## src/rtl/apb_master.sv

```systemverilog
// apb_master: single-outstanding APB requester. Takes one command at a time
// from a valid/ready port, runs an APB SETUP/ACCESS transfer and returns read
// data plus a completion-or-timeout status as a one-cycle response pulse.
//
// Handshake: a command transfers on a rising PCLK edge where cmd_valid and
// cmd_ready are both high; cmd_ready is high only in IDLE, so cmd_valid and the
// command fields are ignored while a transfer is in flight. rsp_valid is a
// one-cycle pulse with no back-pressure; rsp_rdata/rsp_err hold until the next
// response.
module apb_master #(
    parameter int TIMEOUT_CYCLES = 15
) (
    input  logic       PCLK,
    input  logic       PRESETn,
    input  logic       cmd_valid,
    output logic       cmd_ready,
    input  logic       cmd_write,
    input  logic [7:0] cmd_addr,
    input  logic [7:0] cmd_wdata,
    output logic       rsp_valid,
    output logic [7:0] rsp_rdata,
    output logic       rsp_err,
    output logic       busy,
    output logic       PSEL,
    output logic       PENABLE,
    output logic       PWRITE,
    output logic [7:0] PADDR,
    output logic [7:0] PWDATA,
    input  logic [7:0] PRDATA,
    input  logic       PREADY
);

    // Encoding chosen so PSEL and PENABLE are single state bits: no decode
    // glitches, PENABLE rises one cycle after PSEL and both fall together.
    typedef enum logic [1:0] {
        IDLE   = 2'b00,
        SETUP  = 2'b01,
        ACCESS = 2'b11
    } state_t;

    // Counter value on the edge that ends the last allowed wait cycle.
    localparam logic [7:0] TO_LAST = 8'(TIMEOUT_CYCLES - 1);

    state_t     state;
    state_t     state_nxt;
    logic [7:0] wait_cnt;
    logic       accept;
    logic       timeout_hit;

    assign accept      = (state == IDLE) && cmd_valid;
    assign timeout_hit = (wait_cnt == TO_LAST);

    assign cmd_ready = (state == IDLE);
    assign busy      = (state != IDLE);
    assign PSEL      = state[0];
    assign PENABLE   = state[1];

    // State register; reset drops any transfer in flight immediately.
    always_ff @(posedge PCLK or negedge PRESETn) begin
        if (!PRESETn) begin
            state <= IDLE;
        end else begin
            state <= state_nxt;
        end
    end

    // Next-state logic: IDLE -> SETUP -> ACCESS (waits on PREADY) -> IDLE.
    always_comb begin
        state_nxt = state;
        case (state)
            IDLE: begin
                if (cmd_valid) begin
                    state_nxt = SETUP;
                end
            end
            SETUP: begin
                state_nxt = ACCESS;
            end
            ACCESS: begin
                if (PREADY || timeout_hit) begin
                    state_nxt = IDLE;
                end
            end
            default: begin
                state_nxt = IDLE;
            end
        endcase
    end

    // Command capture, wait counting and response generation.
    always_ff @(posedge PCLK or negedge PRESETn) begin
        if (!PRESETn) begin
            PWRITE    <= 1'b0;
            PADDR     <= 8'h00;
            PWDATA    <= 8'h00;
            wait_cnt  <= 8'h00;
            rsp_valid <= 1'b0;
            rsp_rdata <= 8'h00;
            rsp_err   <= 1'b0;
        end else begin
            rsp_valid <= 1'b0;
            if (accept) begin
                PWRITE   <= cmd_write;
                PADDR    <= cmd_addr;
                PWDATA   <= cmd_wdata;
                wait_cnt <= 8'h00;
            end else if (state == ACCESS) begin
                if (PREADY) begin
                    rsp_valid <= 1'b1;
                    rsp_err   <= 1'b0;
                    rsp_rdata <= PWRITE ? 8'h00 : PRDATA;
                end else if (timeout_hit) begin
                    rsp_valid <= 1'b1;
                    rsp_err   <= 1'b1;
                    rsp_rdata <= 8'h00;
                end else begin
                    wait_cnt <= wait_cnt + 8'd1;
                end
            end
        end
    end

endmodule

```

## config.mk

```make
export PLATFORM = sky130hd
export DESIGN_NAME = apb_master
export DESIGN_NICKNAME = d
export VERILOG_FILES = /design/src/rtl/apb_master.sv
export SDC_FILE = /design/constraint.sdc
export NUM_CORES = 1
export LEC_CHECK = 0
export CORE_UTILIZATION = 55
export CTS_CLUSTER_SIZE = 16
export DETAILED_ROUTE_END_ITERATION = 12
export DONT_BUFFER_PORTS = 1
export GPL_TIMING_DRIVEN = 0
export MAX_ROUTING_LAYER = met4
export PLACE_DENSITY = 0.73
export REMOVE_ABC_BUFFERS = 1
export SLEW_MARGIN = 30
export SYNTH_ARGS = -nofsm -noshare
export SYNTH_HDL_FRONTEND = slang
export SYNTH_SLANG_ARGS = --single-unit
export TNS_END_PERCENT = 5
```

## constraint.sdc

```tcl
create_clock -name PCLK -period 1.5 [get_ports PCLK]
set_input_delay 0 -clock PCLK [delete_from_list [all_inputs] [get_ports PCLK]]
set_output_delay 0 -clock PCLK [all_outputs]
set_load 0.01 [all_outputs]
```

==> results of run 1 <==
==> per-stage QoR <==
step                  util  setup TNS, ns  cell area (um2)  cells  total power, mW
floorplan                -         -1.517             1597    163            2.487
global placement    0.5879         -7.000             1635    194            2.655
detailed placement  0.5879         -9.647             1635    194            2.732
CTS                 0.7539         -3.287             2097    236            3.689
global route        0.7733         -2.970             2151    239            4.028
finish              0.7733         -1.323             2151    239            3.806
==> layer usage <==
metal  global-route usage  share of wire  vias up
met1               0.2846           0.39      678
met5                    -              0        -
met2               0.4555           0.54       60
li1                     -              -      649
met3              0.05760          0.055       10
met4               0.1359          0.016        0
==> cell usage after synthesis <==
cell       n  area (um2)
nand2_1   64       240.2
dfrtp_1   37       925.9
o21ai_0   12       60.06
o31ai_1    8       60.06
nand3_1    6       30.03
nor2_1     4       15.01
a211o_1    3       26.28
buf_2      3       15.01
clkbuf_1   3       11.26
inv_1      3       11.26
nor3_1     3       15.01
a221o_1    2       20.02
and2_1     2       12.51
and3_2     2       15.01
ha_1       2       25.02
nor2b_1    2       12.51
o21a_1     2       15.01
xnor2_1    2       17.52
a211oi_4   1       20.02
a21oi_2    1       8.760
a22o_1     1       8.760
and4_1     1       8.760
and4bb_4   1       16.27
buf_1      1       3.750
buf_6      1       11.26
nand4_1    1       6.260
nor2_2     1       6.260
nor3b_1    1       7.510
nor3b_2    1       12.51
==> kinds of logic after synthesis <==
| group | share of synthesized area |
|---|---|
| buffers and inverters | 0.03208 |
| AND/OR/NAND/NOR | 0.2429 |
| AO/OA/AOI/OAI | 0.1337 |
| XOR/XNOR | 0.01070 |
| adder cells (fa/ha/maj) | 0.01528 |
| flip-flops | 0.5653 |
==> how the worst min path moves through the flow <==
stage                     slack, ns  cells after the start                       end
after floorplan               -0.30                      0      PADDR[0]$_DFFE_PN0P_
after global placement        -0.29                      0  rsp_rdata[3]$_DFFE_PN0P_
after detailed placement      -0.29                      0  rsp_rdata[5]$_DFFE_PN0P_
after global routing           0.02                      3      PADDR[7]$_DFFE_PN0P_
final                          0.02                      3   wait_cnt[4]$_DFFE_PN0P_
after CTS                     0.009                      3     PWDATA[3]$_DFFE_PN0P_
==> power by group <==
group,switching [mW],internal (mW)
clock,0.336,0.396
sequential,0.530,1.40
combinational,0.664,0.481
==> final cells by class <==
type                    instances  share of cell area
flip-flops and latches         37              0.4316
multi-input cells             124              0.3397
repair buffers                 36              0.1640
clock buffers                   6             0.02385
well taps                      31             0.01803
clock inverters                 2             0.01745
inverters                       3            0.005236
==> worst max-delay path, cell delays in order, from the launching register on <==
cell and delay [ns]:
dfrtp_1 0.46, and4bb_4 0.27, a211oi_4 0.35, nor2_4 0.10
a221o_1 0.35
==> flip-flops by register name, summed over array words and instances (netlist names) <==
signal	flops
rsp_valid	1
rsp_rdata	8
state	2
PADDR	8
wait_cnt	8
PWDATA	8
rsp_err	1
PWRITE	1
==> timing repair <==
item                                   CTS  global route
hold buffers                            29             0
buffers inserted                         5             2
cloned                                   0             1
setup endpoints to repair               37            37
endpoints found under the hold margin   69             0
pin swaps                                4             6
gates resized for setup                 11             9
==> impl_metrics.ini, run 1 <==
[run_status]
status = complete, but fails checks
violations = setup timing

[power_and_ir_drop]
p_per_area_nw_per_um2 = 1770
ir_drop_uv = 1569
p_leak_nw = 1.010

[critical_path]
r2r_end = wait_cnt[2]$_DFFE_PN0P_
critPathArrivalTime_ns = 1.88
worstPathMaxFanout = 7
cp-start-kind = flip-flop
regToRegSetupSlack_ns = -0.15
setup.worst_path.start = wait_cnt[4]$_DFFE_PN0P_
crit-reg2reg-launch = wait_cnt[4]$_DFFE_PN0P_
path_class = reg -> reg
endpoint_kind = flip-flop
worstPathRequired_ns = 1.73
reg2reg_depth = 4
critPathCapture = wait_cnt[2]$_DFFE_PN0P_

[timing]
worstMarginPinSlew_ns = 0.5145
fmax_ghz = 0.6051
worst_hold_slack_ns = 0.02066
hold_violations = 0
setup_viol = 16
setup_ws_ns = -0.1527
maxSlewViolCount = 0
rsz0062_at_grt = yes
slew_headroom = 0.6563
fin_skew_ns = 0.007753
timing.final.crit_period_ns = 1.653
timing.final.crit_share = 1.102

[global_routing]
grt.total_usage = 0.2644
overflow = 0
antenna_found_initial = 0
grt_max_degree = 38
grt_pass1_vias = 1353
grt_first_pass_wirelength_um = 6065

[clock_network]
clk_pin_slew_ns = 0.11
numCtsBuffers = 5
cts.sinks = 37
ctsRootBufferMaster = clkbuf_4
clock_latency_ns = 0.34
cts-htree-levels = 2
cts_buffer_depth = 2
cts_tree = built

[floorplan]
core_area_um2 = 2781
die_x_um = 56.57
die_h_um = 56.57
io_pins = 60
rows = 19
initial_core_util = 0.5888
die_area_um2 = 3200

[place]
detailed_place_hpwl_um = 2098
gp_congestion = 0.7932
port_buffers = 0
dpl_worst_slack_ns = -0.5694

[logic_synthesis]
syn_inst = 171
seq_area_frac_synth = 0.5653
syn_area_per_cell_um2 = 9.578
synth_cell_types = 29
synthesis.area_um2 = 1638
synth-seq-cells = 37
ys_warn_count = 0

[cells_and_area]
fin_nets = 238
final_common_cell = nand2_1
drive_gt1_frac = 0.1731
area_growth_pct = 31.32
multi_input_area_um2 = 730.7
final_cell_mix = 62 x nand2_1, 35 x dfrtp_1, 28 x dlygate4sd3_1, 11 x o21ai_0, 7 x buf_4
fillers = 183
seq_area_um2 = 928.4
antenna_cells = 0

[route]
drt-vias-per-instance = 5.845
via_count = 1397
drc = 0
drt_iter0_markers = 79
drt_wl_total_um = 3944
wl_per_cell_um = 16.50
drt_pass1_iterations = 4
antenna_left = 0

[worst_hold_path]
min_path_type = in -> reg
hp-start = PREADY

[run]
drv_cap = 0
Power figures use the tool's default switching activity.
==> run 2: changes to the inputs <==
==> constraint.sdc (replaced) <==
create_clock -name PCLK -period 1.5 [get_ports PCLK]
set_input_delay 0.225 -clock PCLK [delete_from_list [all_inputs] [get_ports PCLK]]
set_output_delay 0.225 -clock PCLK [all_outputs]
set_load 0.01 [all_outputs]
==> run 2 against run 1 <==
  * Non-clock buffer count is 9 lower
  * Highest routed layer unchanged
  * Final cell count decreased by 3.8%
  * Global-route usage down 2.3 points
  * Via count shrank 4.4%
  * Sequential cell count unchanged
  * Wire length decreased by 9.1%
  * Combinational power decreased by 5%
  * Design area down 4.0%
  * The flow still finishes with violations (setup timing)
  * First-iteration DRC count shrank 23%
  * Count of clock-buffer cells in the layout unchanged
  * Clock skew is essentially flat
  * Sequential share of layout area is 1.8 points higher
==> impl_metrics.ini, run 2 (synthesized netlist as in run 1, its figures left out) <==
[timing]
rsz0062_at_grt = yes
setup_viol = 13
setup_ws_ns = -0.1213
worstMarginPinSlew_ns = 0.4740
hold_violations = 0
timing.final.crit_share = 1.081
fmax_ghz = 0.6168
maxSlewViolCount = 0
timing.final.crit_period_ns = 1.621
slew_headroom = 0.6833
fin_skew_ns = 0.007681
setup-tns-final_ns = -0.6404

[run_status]
status = complete, but fails checks
violations = setup timing

[power_and_ir_drop]
p_leak_nw = 0.9702
p_per_area_nw_per_um2 = 1809
total_power_mw = 3.737
ir_drop_uv = 1729

[critical_path]
worstPathRequired_ns = 1.73
path_class = reg -> reg
endpoint_kind = flip-flop
critPathArrivalTime_ns = 1.85
cp-start-kind = flip-flop
worstPathMaxFanout = 5

[route]
wl_per_cell_um = 15.59
drt_wl_total_um = 3586
via_count = 1336
m1WireLength_um = 1417
route.met3.wl_um = 199
met2WireLength_um = 1874
drc = 0
drt-vias-per-instance = 5.809
drt_pass1_iterations = 4
top_layer = met4
drt_iter0_markers = 61
antenna_left = 0

[clock_network]
cts.sinks = 37
cts_tree = built
clock_latency_ns = 0.34
cts-htree-levels = 2
numCtsBuffers = 5
clk_pin_slew_ns = 0.11
ctsRootBufferMaster = clkbuf_4
cts_buffer_depth = 2

[worst_hold_path]
min_path_type = in -> reg

[floorplan]
die_h_um = 56.57
initial_core_util = 0.5888
rows = 19
core_area_um2 = 2781
die_x_um = 56.57
die_area_um2 = 3200
io_pins = 60

[cells_and_area]
area_growth_pct = 26.13
fin_nets = 229
finalNonFillerCells = 230
final_common_cell = nand2_1
final_cell_mix = 62 x nand2_1, 34 x dfrtp_1, 19 x dlygate4sd3_1, 10 x o21ai_0, 7 x buf_4
drive_gt1_frac = 0.1809
antenna_cells = 0

[global_routing]
antenna_found_initial = 0
overflow = 0
grt.total_usage = 0.2409
grt_pass1_vias = 1311
grt_max_degree = 38
grt_first_pass_wirelength_um = 5595

[run]
drv_cap = 0

[place]
detailed_place_hpwl_um = 2098
port_buffers = 0
place_inst = 194
gp_congestion = 0.7932
==> run 2: cell types whose count changed in the layout (fill, tap and decap cells not counted) <==
cell	before	now
dfrtp_1	35	34
dfrtp_2	2	3
dlygate4sd3_1	28	19
o21ai_2	1	0
o21ai_0	11	10
a21oi_4	1	2
o21ai_1	0	2
a21oi_2	1	0
==> run 2: cell type report <==
type | count | area [um2]
Timing Repair Buffer | 27 | 262.8
Clock inverter | 2 | 37.54
Inverter | 3 | 11.26
Clock buffer | 6 | 51.30
Fill cell | 192 | 715.7
Sequential cell | 37 | 929.6
Multi-Input combinational cell | 124 | 734.5
Tap cell | 31 | 38.79
==> run 2: final timing paths <==
| check | from | to | slack, ns | cells after the start |
|---|---|---|---|---|
| worst max-delay path | wait_cnt[3]$_DFFE_PN0P_ | wait_cnt[2]$_DFFE_PN0P_ | -0.12 | 4 |
| worst min-delay path | PRDATA[2] | rsp_rdata[2]$_DFFE_PN0P_ | 0.01 | 2 |
| worst max register to register | wait_cnt[3]$_DFFE_PN0P_ | wait_cnt[2]$_DFFE_PN0P_ | -0.12 | 4 |
| worst min register to register | wait_cnt[7]$_DFFE_PN0P_ | wait_cnt[7]$_DFFE_PN0P_ | 0.55 | 1 |
| max in group asynchronous | PRESETn | wait_cnt[4]$_DFFE_PN0P_ | 0.97 | 2 |
| min in group asynchronous | PRESETn | rsp_err$_DFFE_PN0P_ | 0.34 | 2 |
==> run 2: worst max-delay path, cell delays in order (launching register included) <==
cell,delay (ns)
dfrtp_1,0.44
and4bb_4,0.27
a211oi_4,0.35
nor2_4,0.10
a221o_1,0.35
==> run 2: per-layer routing <==
layer | global-route usage | vias up
li1 | - | 628
met1 | 0.2535 | 637
met2 | 0.4101 | 59
met3 | 0.05760 | 12
met4 | 0.1394 | 0
met5 | - | -
==> run 2: power by group <==
group          internal [mW]  switching [mW]
clock                  0.396           0.330
combinational          0.456           0.635
sequential              1.40           0.520
total                   2.25            1.49
==> run 2: repair_timing <==
item	in CTS	in global routing
hold buffers	19	1
setup buffers	5	2
gates resized for setup	11	11
gates cloned	0	1
endpoints found under the hold margin	54	1
endpoints found under the setup margin	38	38
pin swaps	4	5
==> run 2: metrics by stage <==
stage | hold WS [ns] | utilization | instance area [um2] | setup WS [ns]
after floorplan | -0.07059 | - | 1597 | -0.2647
after global placement | -0.06982 | 0.5879 | 1635 | -0.5060
after detailed placement | -0.06992 | 0.5879 | 1635 | -0.5694
after CTS | 0.0007048 | 0.7179 | 1997 | -0.1559
after global routing | 0.007495 | 0.7427 | 2066 | -0.2334
final | 0.01150 | 0.7427 | 2066 | -0.1213
==> run 3: changes to the inputs <==
--- a/config.mk
+++ b/config.mk
@@ -5,6 +5,7 @@
 export SDC_FILE = /design/constraint.sdc
 export NUM_CORES = 1
 export LEC_CHECK = 0
+export ABC_AREA = 1
 export CORE_UTILIZATION = 55
 export CTS_CLUSTER_SIZE = 16
 export DETAILED_ROUTE_END_ITERATION = 12
==> run 3 against run 2 <==
  * The run ends with DRC left
  * Largest cell class unchanged
  * Combinational power fell by 12%
  * Area after synthesis rose by 4.7%
  * Clock skew rose by 0.0080 ns
  * Utilization decreased by 5.2 points
  * Sequential power decreased by 6%
  * Critical path depth fell by 1
  * Critical path type unchanged
  * Final cell count decreased by 5.2%
  * First-iteration DRC count increased by 16%
  * Global-route usage down 1.4 points
==> impl_metrics.ini, run 3 <==
[route]
drt_wl_total_um = 3439
drt_iter0_markers = 71
drt-vias-per-instance = 5.633
via_count = 1228
antenna_left = 0
drt_pass1_iterations = 9
wl_per_cell_um = 15.78
drc = 3

[critical_path]
path_class = reg -> reg
critPathArrivalTime_ns = 1.68
worstPathMaxFanout = 26
worstPathRequired_ns = 1.73
regToRegSetupSlack_ns = 0.06
crit-reg2reg-launch = state[1]$_DFFE_PN0P_
endpoint_kind = flip-flop
setup.worst_path.start = state[1]$_DFFE_PN0P_
r2r_end = PWDATA[7]$_DFFE_PN0P_
reg2reg_depth = 3
critPathCapture = PWDATA[7]$_DFFE_PN0P_
cp-start-kind = flip-flop

[timing]
slew_headroom = 0.7481
fmax_ghz = 0.6925
timing.final.crit_period_ns = 1.444
timing.final.crit_share = 0.9628
rsz0062_at_grt = no
maxSlewViolCount = 0
worst_hold_slack_ns = 0.01016
worstMarginPinSlew_ns = 0.3775
setup_viol = 0
setup_ws_ns = 0.05586
hold_violations = 0
fin_skew_ns = 0.01572

[place]
dpl_worst_slack_ns = -0.06239
detailed_place_hpwl_um = 2241
gp_congestion = 0.7941
port_buffers = 0
placed_area_um2 = 1727

[floorplan]
initial_core_util = 0.6013
die_area_um2 = 3346
die_x_um = 57.85
io_pins = 60
core_area_um2 = 2853
rows = 19
die_h_um = 57.85

[cells_and_area]
final_cell_mix = 51 x nand2_1, 37 x dfrtp_1, 13 x inv_1, 13 x dlygate4sd3_1, 12 x nand3_1
fin_nets = 217
drive_gt1_frac = 0.1658
antenna_cells = 0
final_area_um2 = 1969
final_common_cell = nand2_1
area_growth_pct = 14.81
fillers = 211

[clock_network]
clock_latency_ns = 0.35
cts-htree-levels = 2
cts_tree = built
numCtsBuffers = 5
cts_buffer_depth = 2
cts.sinks = 37
ctsRootBufferMaster = clkbuf_4
clk_pin_slew_ns = 0.12

[logic_synthesis]
synth_top_area_share = 0.5398
yosys.area.top_type = dfrtp_1
synth_area_leaders = dfrtp_1 54%, nand2_1 11%, mux2_4 8.8%, mux2_2 3.9%, nand3_1 3.5%
async_reset_ff_frac = 1.000
synth_edf_count = 0
ys.flop_type = dfrtp_1
yosysMostFrequentCell = nand2_1
ys_warn_count = 0
seq_area_frac_synth = 0.5398
synth-seq-cells = 37
syn_area_per_cell_um2 = 10.15
synth_cell_types = 24
synthesis.area_um2 = 1715
synth.cells.most_frequent = 51 x nand2_1, 37 x dfrtp_1, 14 x inv_1, 12 x nand3_1
syn_inst = 169

[power_and_ir_drop]
p_int_mw = 2.185
pwr-share-seq = 0.523
p_per_area_nw_per_um2 = 1759
p_sw_mw = 1.280
combinationalPowerShare = 0.275
swShare = 0.3693
ir_drop_uv = 1360
p_leak_nw = 1.031
p_clk_frac = 0.202
total_power_mw = 3.465

[global_routing]
grt_pass1_vias = 1253
overflow = 0
antenna_found_initial = 0
grt.total_usage = 0.2267
grt_first_pass_wirelength_um = 5506
grt_max_degree = 38

[run]
drv_cap = 0

[run_status]
violations = DRC
status = complete, but fails checks

[worst_hold_path]
min_path_type = in -> reg
==> run 3: cell count changes after synthesis, moves of 6 or more <==
cell and change:
o21ai_0 -11, mux2_4 +10, nand4_1 +8, nand2_1 -13, nor2_1 +6, mux2_2 +6, inv_1 +11, nand3_1 +6
o31ai_1 -8
==> run 3: how the worst min path moves through the flow <==
stage / from / endpoint / slack, ns / cells past startpoint
after global placement: PRESETn / wait_cnt[6]$_DFFE_PN0P_ / -0.07 / 0
after floorplan: PRESETn / PADDR[0]$_DFFE_PN0P_ / -0.07 / 0
after CTS: cmd_addr[0] / PADDR[0]$_DFFE_PN0P_ / 0.0003 / 1
final: PREADY / rsp_rdata[7]$_DFFE_PN0P_ / 0.01 / 2
after global routing: cmd_addr[3] / PADDR[3]$_DFFE_PN0P_ / 0.004 / 1
after detailed placement: PRESETn / wait_cnt[7]$_DFFE_PN0P_ / -0.07 / 0
==> run 3: through the flow <==
step / util / instances / setup TNS, ns
after floorplan: - / 165 / 0
after global placement: 0.6053 / 196 / 0
after detailed placement: 0.6053 / 196 / -0.3537
after CTS: 0.6579 / 210 / 0
after global routing: 0.6904 / 218 / 0
final: 0.6904 / 218 / 0
==> run 3: what timing repair did <==
item	4_1_cts	5_1_grt
endpoints found under the setup margin	8	15
resized for setup	1	2
pin swaps	0	0
hold buffers	6	8
hold endpoints to repair	41	8
buffers inserted	0	0
==> run 3: layout make-up <==
cell class / count / area (um2) / share of cell area
flip-flops and latches: 37 / 925.9 / 0.4701
multi-input cells: 113 / 718.2 / 0.3647
repair buffers: 14 / 150.1 / 0.07624
inverters: 15 / 56.30 / 0.02859
clock buffers: 6 / 41.29 / 0.02097
clock inverters: 2 / 38.79 / 0.01970
well taps: 31 / 38.79 / 0.01970
==> run 3: worst max-delay path, stage by stage, from the launching register on <==
cell,delay (ns)
dfrtp_1,0.49
nor2_4,0.22
nand2_4,0.25
mux2_4,0.37
==> run 3: power groups by stage <==
| stage | Clock (mW) | Combinational [mW] | Sequential [mW] |
|---|---|---|---|
| floorplan | 0 | 0.752 | 1.74 |
| global placement | 0 | 0.834 | 1.81 |
| detailed placement | 0 | 0.896 | 1.82 |
| CTS | 0.709 | 0.928 | 1.81 |
| global route | 0.750 | 1.06 | 1.85 |
| finish | 0.699 | 0.954 | 1.81 |
==> run 3: per-layer routing <==
metal | wire length (um) | share of wire | up-vias | GRT usage
met2 | 1679 | 0.49 | 60 | 0.3530
met1 | 1403 | 0.41 | 576 | 0.2720
met5 | 0 | 0 | - | -
met3 | 267 | 0.078 | 12 | 0.08259
met4 | 89 | 0.026 | 0 | 0.08163
li1 | - | - | 580 | -
==> run 3: cells by family after synthesis <==
logic type / count (synthesis) / share of synthesized area
simple gates: 89 / 0.2378
buf+inv: 19 / 0.04886
fa+ha+maj: 2 / 0.01459
mux: 16 / 0.1269
flops: 37 / 0.5398
compound gates: 3 / 0.01677
xor+xnor: 3 / 0.01532
